[config.mk]
export PLATFORM = sky130hd
export DESIGN_NAME = pipeline_stall_ctrl_flat
export DESIGN_NICKNAME = d
export VERILOG_FILES = /design/src/rtl/pipeline_stall_ctrl_if.sv /design/src/rtl/pipeline_stall_ctrl.sv /design/src/flat_wrapper.sv
export SDC_FILE = /design/constraint.sdc
export NUM_CORES = 1
export LEC_CHECK = 0
export ABC_AREA = 1
export BUFFER_PORTS_ARGS = -buffer_cell sky130_fd_sc_hd__buf_2
export CORE_MARGIN = 2
export CORE_UTILIZATION = 45
export DETAILED_ROUTE_END_ITERATION = 8
export PLACE_DENSITY = 0.93
export RECOVER_POWER = 100
export SYNTH_ARGS = -nofsm -noshare
export SYNTH_HDL_FRONTEND = slang
export SYNTH_SLANG_ARGS = --single-unit
[constraint.sdc]
create_clock -name clk -period 1.8 [get_ports clk]
set_input_delay 0.27 -clock clk [delete_from_list [all_inputs] [get_ports clk]]
set_output_delay 0.27 -clock clk [all_outputs]
set_load 0.02 [all_outputs]
[src/rtl/pipeline_stall_ctrl_if.sv]
// Pipeline control bundle between the stall/flush sequencer and the rest of
// the RV32I pipeline.
//   master : pipeline side; drives hazard/memory/halt requests and observes
//            the per-stage enables, flushes, status and perf counters.
//   slave  : the sequencer (pipeline_stall_ctrl).
// Parameter CNT_W sets the performance counter width.
interface pipeline_stall_ctrl_if #(
  parameter int CNT_W = 32
);
  logic             load_use;
  logic             redirect_ex;
  logic             imem_ready;
  logic             dmem_req;
  logic             dmem_ready;
  logic             halt_req;
  logic             resume;
  logic             pc_we;
  logic             if_id_we;
  logic             if_id_flush;
  logic             id_ex_we;
  logic             id_ex_flush;
  logic             ex_mem_we;
  logic             mem_wb_flush;
  logic [1:0]       state_o;
  logic             halted;
  logic             mem_timeout;
  logic [CNT_W-1:0] stall_cnt;
  logic [CNT_W-1:0] flush_cnt;

  modport master (
    output load_use, redirect_ex, imem_ready, dmem_req, dmem_ready, halt_req, resume,
    input  pc_we, if_id_we, if_id_flush, id_ex_we, id_ex_flush, ex_mem_we, mem_wb_flush,
    input  state_o, halted, mem_timeout, stall_cnt, flush_cnt
  );

  modport slave (
    input  load_use, redirect_ex, imem_ready, dmem_req, dmem_ready, halt_req, resume,
    output pc_we, if_id_we, if_id_flush, id_ex_we, id_ex_flush, ex_mem_we, mem_wb_flush,
    output state_o, halted, mem_timeout, stall_cnt, flush_cnt
  );
endinterface

[src/rtl/pipeline_stall_ctrl.sv]
// Central stall/flush sequencer for the 5-stage RV32I pipeline.
// Merges load-use stalls, EX redirects, imem/dmem wait handshakes and halt
// requests into per-stage write enables and flushes. Enables/flushes are
// combinational from the registered state plus the current inputs.
// States: RUN=0, MEM_WAIT=1 (dmem wait with timeout), DRAIN=2 (empty the
// pipe before halting), HALTED=3.
// Ports:
//   clk, rst : clock (rising edge), asynchronous active-high reset
//   bus      : pipeline_stall_ctrl_if.slave (requests in, controls/status out)
// Parameters: MEM_TIMEOUT (max MEM_WAIT cycles), DRAIN_CYCLES (>=1), CNT_W.
// Build option: define PIPE_PERF_CNT_EN to implement stall_cnt/flush_cnt;
// otherwise both ports read as zero and no counter flops exist.
module pipeline_stall_ctrl #(
  parameter int MEM_TIMEOUT  = 64,
  parameter int DRAIN_CYCLES = 4,
  parameter int CNT_W        = 32
) (
  input logic                 clk,
  input logic                 rst,
  pipeline_stall_ctrl_if.slave bus
);

  localparam int WW = (MEM_TIMEOUT > 1) ? $clog2(MEM_TIMEOUT) : 1;
  localparam int DW = (DRAIN_CYCLES > 1) ? $clog2(DRAIN_CYCLES) : 1;
  localparam logic [WW-1:0] WAIT_LAST  = WW'(MEM_TIMEOUT - 1);
  localparam logic [WW-1:0] WAIT_ONE   = WW'(1);
  localparam logic [WW-1:0] WAIT_ZERO  = {WW{1'b0}};
  localparam logic [DW-1:0] DRAIN_LAST = DW'(DRAIN_CYCLES - 1);
  localparam logic [DW-1:0] DRAIN_ONE  = DW'(1);
  localparam logic [DW-1:0] DRAIN_ZERO = {DW{1'b0}};

  typedef enum logic [1:0] {
    RUN      = 2'd0,
    MEM_WAIT = 2'd1,
    DRAIN    = 2'd2,
    HALTED   = 2'd3
  } state_t;

  state_t        state_r, state_nx_s;
  logic [WW-1:0] wait_cnt_r, wait_nx_s;
  logic [DW-1:0] drain_cnt_r, drain_nx_s;
  logic          ret_drain_r, ret_nx_s;
  logic          mem_timeout_r, timeout_nx_s;

  logic mem_stall_s;
  logic frozen_s;
  logic act_s;
  logic drain_mode_s;
  logic halt_out_s;
  logic pc_we_s, if_id_we_s, if_id_flush_s, id_ex_we_s, id_ex_flush_s, ex_mem_we_s, mem_wb_flush_s;

  assign mem_stall_s = bus.dmem_req && !bus.dmem_ready;

  // Next-state decision and per-stage enable/flush generation.
  always_comb begin
    state_nx_s     = state_r;
    wait_nx_s      = wait_cnt_r;
    drain_nx_s     = drain_cnt_r;
    ret_nx_s       = ret_drain_r;
    timeout_nx_s   = mem_timeout_r;
    frozen_s       = 1'b0;
    act_s          = 1'b0;
    drain_mode_s   = 1'b0;
    halt_out_s     = 1'b0;
    pc_we_s        = 1'b1;
    if_id_we_s     = 1'b1;
    if_id_flush_s  = 1'b0;
    id_ex_we_s     = 1'b1;
    id_ex_flush_s  = 1'b0;
    ex_mem_we_s    = 1'b1;
    mem_wb_flush_s = 1'b0;

    case (state_r)
      RUN: begin
        if (mem_stall_s) begin
          frozen_s   = 1'b1;
          state_nx_s = MEM_WAIT;
          wait_nx_s  = WAIT_ZERO;
          ret_nx_s   = 1'b0;
        end else begin
          act_s = 1'b1;
        end
      end
      DRAIN: begin
        // Fetch side stays shut for the whole drain, frozen or not.
        drain_mode_s = 1'b1;
        if (mem_stall_s) begin
          frozen_s = 1'b1;
        end else begin
          act_s = 1'b1;
        end
      end
      MEM_WAIT: begin
        if (bus.dmem_ready) begin
          // Access completes: the rest of the pipe resolves this same cycle.
          act_s        = 1'b1;
          drain_mode_s = ret_drain_r;
          wait_nx_s    = WAIT_ZERO;
          state_nx_s   = ret_drain_r ? DRAIN : RUN;
        end else begin
          frozen_s = 1'b1;
          if (wait_cnt_r == WAIT_LAST) begin
            timeout_nx_s = 1'b1;
            wait_nx_s    = WAIT_ZERO;
            state_nx_s   = HALTED;
          end else begin
            wait_nx_s = wait_cnt_r + WAIT_ONE;
          end
        end
      end
      HALTED: begin
        halt_out_s = 1'b1;
        if (bus.resume) begin
          state_nx_s   = RUN;
          timeout_nx_s = 1'b0;
        end else begin
          state_nx_s = HALTED;
        end
      end
      default: begin
        state_nx_s = RUN;
      end
    endcase

    if (frozen_s) begin
      pc_we_s        = 1'b0;
      if_id_we_s     = 1'b0;
      id_ex_we_s     = 1'b0;
      ex_mem_we_s    = 1'b0;
      mem_wb_flush_s = 1'b1;
    end else if (act_s) begin
      if (bus.redirect_ex) begin
        if_id_flush_s = 1'b1;
        id_ex_flush_s = 1'b1;
      end else if (bus.load_use) begin
        pc_we_s       = 1'b0;
        if_id_we_s    = 1'b0;
        id_ex_flush_s = 1'b1;
      end else if (!bus.imem_ready) begin
        pc_we_s       = 1'b0;
        if_id_flush_s = 1'b1;
      end else if (bus.halt_req && !drain_mode_s) begin
        pc_we_s       = 1'b0;
        if_id_flush_s = 1'b1;
        state_nx_s    = DRAIN;
        drain_nx_s    = DRAIN_LAST;
      end else begin
        pc_we_s = 1'b1;
      end
      // Drain progress only counts cycles where the back end moved.
      if (drain_mode_s) begin
        if (drain_cnt_r == DRAIN_ZERO) begin
          state_nx_s = HALTED;
        end else begin
          state_nx_s = DRAIN;
          drain_nx_s = drain_cnt_r - DRAIN_ONE;
        end
      end else begin
        drain_nx_s = drain_nx_s;
      end
    end else if (halt_out_s) begin
      pc_we_s     = 1'b0;
      if_id_we_s  = 1'b0;
      id_ex_we_s  = 1'b0;
      ex_mem_we_s = 1'b0;
    end else begin
      pc_we_s = pc_we_s;
    end

    if (drain_mode_s) begin
      pc_we_s       = 1'b0;
      if_id_flush_s = 1'b1;
    end else begin
      if_id_flush_s = if_id_flush_s;
    end

    // Reset holds every stage and bubbles the pipe, independent of state.
    if (rst) begin
      pc_we_s        = 1'b0;
      if_id_we_s     = 1'b0;
      id_ex_we_s     = 1'b0;
      ex_mem_we_s    = 1'b0;
      if_id_flush_s  = 1'b1;
      id_ex_flush_s  = 1'b1;
      mem_wb_flush_s = 1'b1;
    end else begin
      mem_wb_flush_s = mem_wb_flush_s;
    end
  end

  // State, wait/drain counters, return flag and sticky timeout.
  always_ff @(posedge clk or posedge rst) begin
    if (rst) begin
      state_r       <= RUN;
      wait_cnt_r    <= WAIT_ZERO;
      drain_cnt_r   <= DRAIN_ZERO;
      ret_drain_r   <= 1'b0;
      mem_timeout_r <= 1'b0;
    end else begin
      state_r       <= state_nx_s;
      wait_cnt_r    <= wait_nx_s;
      drain_cnt_r   <= drain_nx_s;
      ret_drain_r   <= ret_nx_s;
      mem_timeout_r <= timeout_nx_s;
    end
  end

  assign bus.pc_we        = pc_we_s;
  assign bus.if_id_we     = if_id_we_s;
  assign bus.if_id_flush  = if_id_flush_s;
  assign bus.id_ex_we     = id_ex_we_s;
  assign bus.id_ex_flush  = id_ex_flush_s;
  assign bus.ex_mem_we    = ex_mem_we_s;
  assign bus.mem_wb_flush = mem_wb_flush_s;
  assign bus.state_o      = state_r;
  assign bus.halted       = (state_r == HALTED);
  assign bus.mem_timeout  = mem_timeout_r;

`ifdef PIPE_PERF_CNT_EN
  logic [CNT_W-1:0] stall_cnt_r, flush_cnt_r;
  logic             stall_inc_s, flush_inc_s;

  // Redirect is the top-priority action, so act_s plus redirect means it applied.
  assign stall_inc_s = !pc_we_s && (state_r != HALTED);
  assign flush_inc_s = act_s && bus.redirect_ex;

  // Free-running perf counters, wrapping at 2^CNT_W.
  always_ff @(posedge clk or posedge rst) begin
    if (rst) begin
      stall_cnt_r <= {CNT_W{1'b0}};
      flush_cnt_r <= {CNT_W{1'b0}};
    end else begin
      stall_cnt_r <= stall_cnt_r + {{(CNT_W-1){1'b0}}, stall_inc_s};
      flush_cnt_r <= flush_cnt_r + {{(CNT_W-1){1'b0}}, flush_inc_s};
    end
  end

  assign bus.stall_cnt = stall_cnt_r;
  assign bus.flush_cnt = flush_cnt_r;
`else
  assign bus.stall_cnt = {CNT_W{1'b0}};
  assign bus.flush_cnt = {CNT_W{1'b0}};
`endif

endmodule

[src/flat_wrapper.sv]
// flat-port wrapper written by rule: the top's interface ports become plain ports
module pipeline_stall_ctrl_flat 
#(
  parameter int MEM_TIMEOUT  = 64,
  parameter int DRAIN_CYCLES = 4,
  parameter int CNT_W        = 32
)
  (clk, rst, bus_load_use, bus_redirect_ex, bus_imem_ready, bus_dmem_req, bus_dmem_ready, bus_halt_req, bus_resume, bus_pc_we, bus_if_id_we, bus_if_id_flush, bus_id_ex_we, bus_id_ex_flush, bus_ex_mem_we, bus_mem_wb_flush, bus_state_o, bus_halted, bus_mem_timeout, bus_stall_cnt, bus_flush_cnt);
  pipeline_stall_ctrl_if #(.CNT_W(CNT_W)) bus_i ();
  input logic clk;
  input logic rst;
  input wire logic [$bits(bus_i.load_use)-1:0] bus_load_use;
  input wire logic [$bits(bus_i.redirect_ex)-1:0] bus_redirect_ex;
  input wire logic [$bits(bus_i.imem_ready)-1:0] bus_imem_ready;
  input wire logic [$bits(bus_i.dmem_req)-1:0] bus_dmem_req;
  input wire logic [$bits(bus_i.dmem_ready)-1:0] bus_dmem_ready;
  input wire logic [$bits(bus_i.halt_req)-1:0] bus_halt_req;
  input wire logic [$bits(bus_i.resume)-1:0] bus_resume;
  output wire logic [$bits(bus_i.pc_we)-1:0] bus_pc_we;
  output wire logic [$bits(bus_i.if_id_we)-1:0] bus_if_id_we;
  output wire logic [$bits(bus_i.if_id_flush)-1:0] bus_if_id_flush;
  output wire logic [$bits(bus_i.id_ex_we)-1:0] bus_id_ex_we;
  output wire logic [$bits(bus_i.id_ex_flush)-1:0] bus_id_ex_flush;
  output wire logic [$bits(bus_i.ex_mem_we)-1:0] bus_ex_mem_we;
  output wire logic [$bits(bus_i.mem_wb_flush)-1:0] bus_mem_wb_flush;
  output wire logic [$bits(bus_i.state_o)-1:0] bus_state_o;
  output wire logic [$bits(bus_i.halted)-1:0] bus_halted;
  output wire logic [$bits(bus_i.mem_timeout)-1:0] bus_mem_timeout;
  output wire logic [$bits(bus_i.stall_cnt)-1:0] bus_stall_cnt;
  output wire logic [$bits(bus_i.flush_cnt)-1:0] bus_flush_cnt;
  assign bus_i.load_use = bus_load_use;
  assign bus_i.redirect_ex = bus_redirect_ex;
  assign bus_i.imem_ready = bus_imem_ready;
  assign bus_i.dmem_req = bus_dmem_req;
  assign bus_i.dmem_ready = bus_dmem_ready;
  assign bus_i.halt_req = bus_halt_req;
  assign bus_i.resume = bus_resume;
  assign bus_pc_we = bus_i.pc_we;
  assign bus_if_id_we = bus_i.if_id_we;
  assign bus_if_id_flush = bus_i.if_id_flush;
  assign bus_id_ex_we = bus_i.id_ex_we;
  assign bus_id_ex_flush = bus_i.id_ex_flush;
  assign bus_ex_mem_we = bus_i.ex_mem_we;
  assign bus_mem_wb_flush = bus_i.mem_wb_flush;
  assign bus_state_o = bus_i.state_o;
  assign bus_halted = bus_i.halted;
  assign bus_mem_timeout = bus_i.mem_timeout;
  assign bus_stall_cnt = bus_i.stall_cnt;
  assign bus_flush_cnt = bus_i.flush_cnt;
  pipeline_stall_ctrl #(.MEM_TIMEOUT(MEM_TIMEOUT), .DRAIN_CYCLES(DRAIN_CYCLES), .CNT_W(CNT_W)) u_core (.clk(clk), .rst(rst), .bus(bus_i));
endmodule
==> summary.md <==
| Metric | Value |
|---|---|
| Flop pwr share | 30.2% |
| Cell area after placement | 0.00114 mm^2 |
| DRC | 0 |
| Post-synth EDFFs | 0 |
| Clock Sink Count | 11 |
| H-tree levels | 1 |
| Number of detailed-route iterations in the first pass | 4 |
| Port bufs | 19 |
| PwrDens | 1140 mW/mm^2 |
| Post-Synthesis Cells | 183 |
| Status | complete, no violations |
| Leakage power | 0.746 nW |
| R2R setup slack | 580 ps |
| Period utilisation layout | 96.4% |
| Largest net degree at the start of global routing | 10 |
| Routed vias/inst | 4.17 |
| VDD IR max | 0.000799 V |
| Worst Reg-to-Reg Cells | 5 |
| Die Ht | 57.0 um |
| R2r startpoint | u_core.wait_cnt_r[0]$_DFFE_PP0P_ |
| Fin cells | 239 |
| Fraction of layout cells with a size suffix above 1 | 20.7% |
| Top-area cell type share of the netlist area | 38.6% |
| Most frequent cell after synthesis | buf_4 |
| Dpl ws | 323 ps |
| Die ar. | 0.00325 mm^2 |
| Synth area leader | buf_4 |
| Combinational Power Share | 56.8% |
| CTS Buffer Depth | 2 |
| Syn avg cell area | 6.91 um^2 |
| Multi-input logic area | 659 um^2 |
| Overall global routing resource usage | 12.8% |
| DR WL/cell | 9.13 um |
| Synth top cells by count | buf_4 (65), nand2_1 (37), inv_1 (15), nor2_1 (12), dfrtp_1 (11) |
| Clock transition at path regs | 70 ps |
| Row Count | 19 |
| Synth async-reset ratio | 100% |
| Hold_ws | 152 ps |
| Final Wtd Congestion | 0.898 |
| Number of fill cells | 294 |
| Initial Utilization | 46.6% |
| Final Net Count | 219 |
| Critical path type | reg -> out |
| Post-DP HPWL | 1.70 mm |
| Worst skew pair latency | 280 ps |
| Final hold vios | 0 |
| WP data arrival | 1470 ps |
| Placed insts | 231 |
| Chip width | 57.0 um |
| DRT Wirelength | 2.18 mm |
| Flops & latches, synth | 11 |
| GRT overflow | 0 |
| Post-route minimum period | 1740 ps |
| CTS Buf Count | 3 |
| Ys Warns | 0 |
| Global-route wire length before repair | 3.22 mm |
| Leading post-synthesis cells by cell area | buf_4 (39%), dfrtp_1 (22%), nand2_1 (11%) |
| Crit Path Max Fanout | 5 |
| Crit. End Element | output port |
| Final Skew | 2.12 ps |
| Switching share of total power | 52.7% |
| Max-slew violations | 0 |
| 1st-iter DRT viols | 24 |
| Max_cap viols | 0 |
| Synth Cell Area | 0.00126 mm^2 |
| I/O pin total | 84 |
| Final ANT Viol Nets | 0 |
| Final setup violation count | 0 |
| Initial antenna violation count | 0 |
| RSZ-0062 raised after global routing | true |
| Internal power | 0.655 mW |
| Seq/Total Area, Yosys | 21.8% |
| Critical Path RT | 1530 ps |
| Clock power share | 13.1% |
| Clk root buf | clkbuf_4 |
| Synth Flop Type | dfrtp_1 |
| Syn-to-layout area delta | -4.26% |
| Unique masters post-synth | 22 |
| Register area | 278 um^2 |
| Diodes inserted | 0 |
| NetSw | 0.730 mW |
| Final setup margin | 64.1 ps |
| Via Count | 997 |
| Core area | 0.00271 mm^2 |
| Worst min path class | in -> async |
| Total power | 1.38 mW |
| CP startpoint kind | register |
| Vias in the first global route | 761 |
| Reg2reg end | u_core.bus.mem_timeout$_DFFE_PP0P_ |
| TritonCTS clock tree | done |
| Post-Layout Inst Area | 0.00121 mm^2 |
| Fmax | 576 MHz |
-- through the flow --
step | setup TNS, ps | utilization [%]
final | 0 | 44.6
after global placement | 0 | 42.2
after floorplan | 0 | -
after global routing | -66.8 | 44.6
after CTS | 0 | 43.6
after detailed placement | 0 | 42.2
-- how the worst max path moves through the flow --
stage / start / cells after the start / to / slack [ps]
finish: u_core.bus.state_o[0]$_DFF_PP0_ / 7 / bus_id_ex_we / 60
global route: u_core.bus.state_o[0]$_DFF_PP0_ / 7 / bus_id_ex_we / -20
CTS: u_core.bus.state_o[1]$_DFF_PP0_ / 7 / bus_pc_we / 20
detailed placement: u_core.bus.state_o[1]$_DFF_PP0_ / 7 / bus_pc_we / 320
global placement: u_core.bus.state_o[0]$_DFF_PP0_ / 8 / bus_pc_we / 380
floorplan: u_core.bus.state_o[0]$_DFF_PP0_ / 6 / bus_id_ex_we / 90
-- cell usage in the layout (no fill, tap or decap), drive strengths merged, types with 2 or more instances in the layout --
cell / n
conb: 64
nand2: 42
buf: 20
inv: 19
nor2: 16
dfrtp: 11
nand3: 9
clkbuf: 7
nand4: 6
o21ai: 6
a21oi: 2
or2: 2
-- registers in the layout, summed over array words and instances, names as in the netlist --
signal,flops
u_core.bus.state_o,2
u_core.bus.mem_timeout,1
u_core.wait_cnt_r,6
u_core.drain_cnt_r,2
-- final cells by class --
class | instances | area share [%]
multi-input cells | 150 | 54.5
flip-flops and latches | 11 | 23.0
repair buffers | 24 | 11.3
inverters | 19 | 5.89
well taps | 31 | 3.21
clock buffers | 4 | 2.17
-- metal layers --
metal  GRT usage [%]  share of wire (%)  vias up
li1                -                  -      490
met1            17.4                 41      437
met2            18.9                 45       65
met3            1.13                 11        5
met4            9.30                2.6        0
met5               0                  0        -
-- timing repair --
action,in CTS,in global routing
endpoints found under the hold margin,4,0
gates resized for setup,0,6
hold buffers,1,0
endpoints found under the setup margin,0,4
buffers inserted,0,3
-- worst max-delay path: stages, from the launching register on --
cell,delay [ps]
dfrtp_2,430
inv_2,100
buf_4,130
nor2_4,40
nand2_2,90
nand3_1,120
nor2_2,120
buf_4,150
-- kinds of logic (layout without fill, tap and decap cells) --
logic type / after synthesis / in the layout / share of synthesized area [%]
other cells: 1 / 64 / 0.297
flops: 11 / 11 / 21.8
buf+inv: 85 / 47 / 45.1
fa+ha+maj: 1 / 1 / 0.990
simple gates: 76 / 76 / 27.3
compound gates: 9 / 9 / 4.46
-- power by group through the flow --
stage	sequential [mW]	clock, mW	combinational [mW]
after floorplan	0.419	0	0.681
after global placement	0.410	0	0.701
after detailed placement	0.420	0	0.719
after CTS	0.414	0.184	0.729
after global routing	0.430	0.201	0.866
final	0.418	0.181	0.786
(Power assumes the default switching activity.)
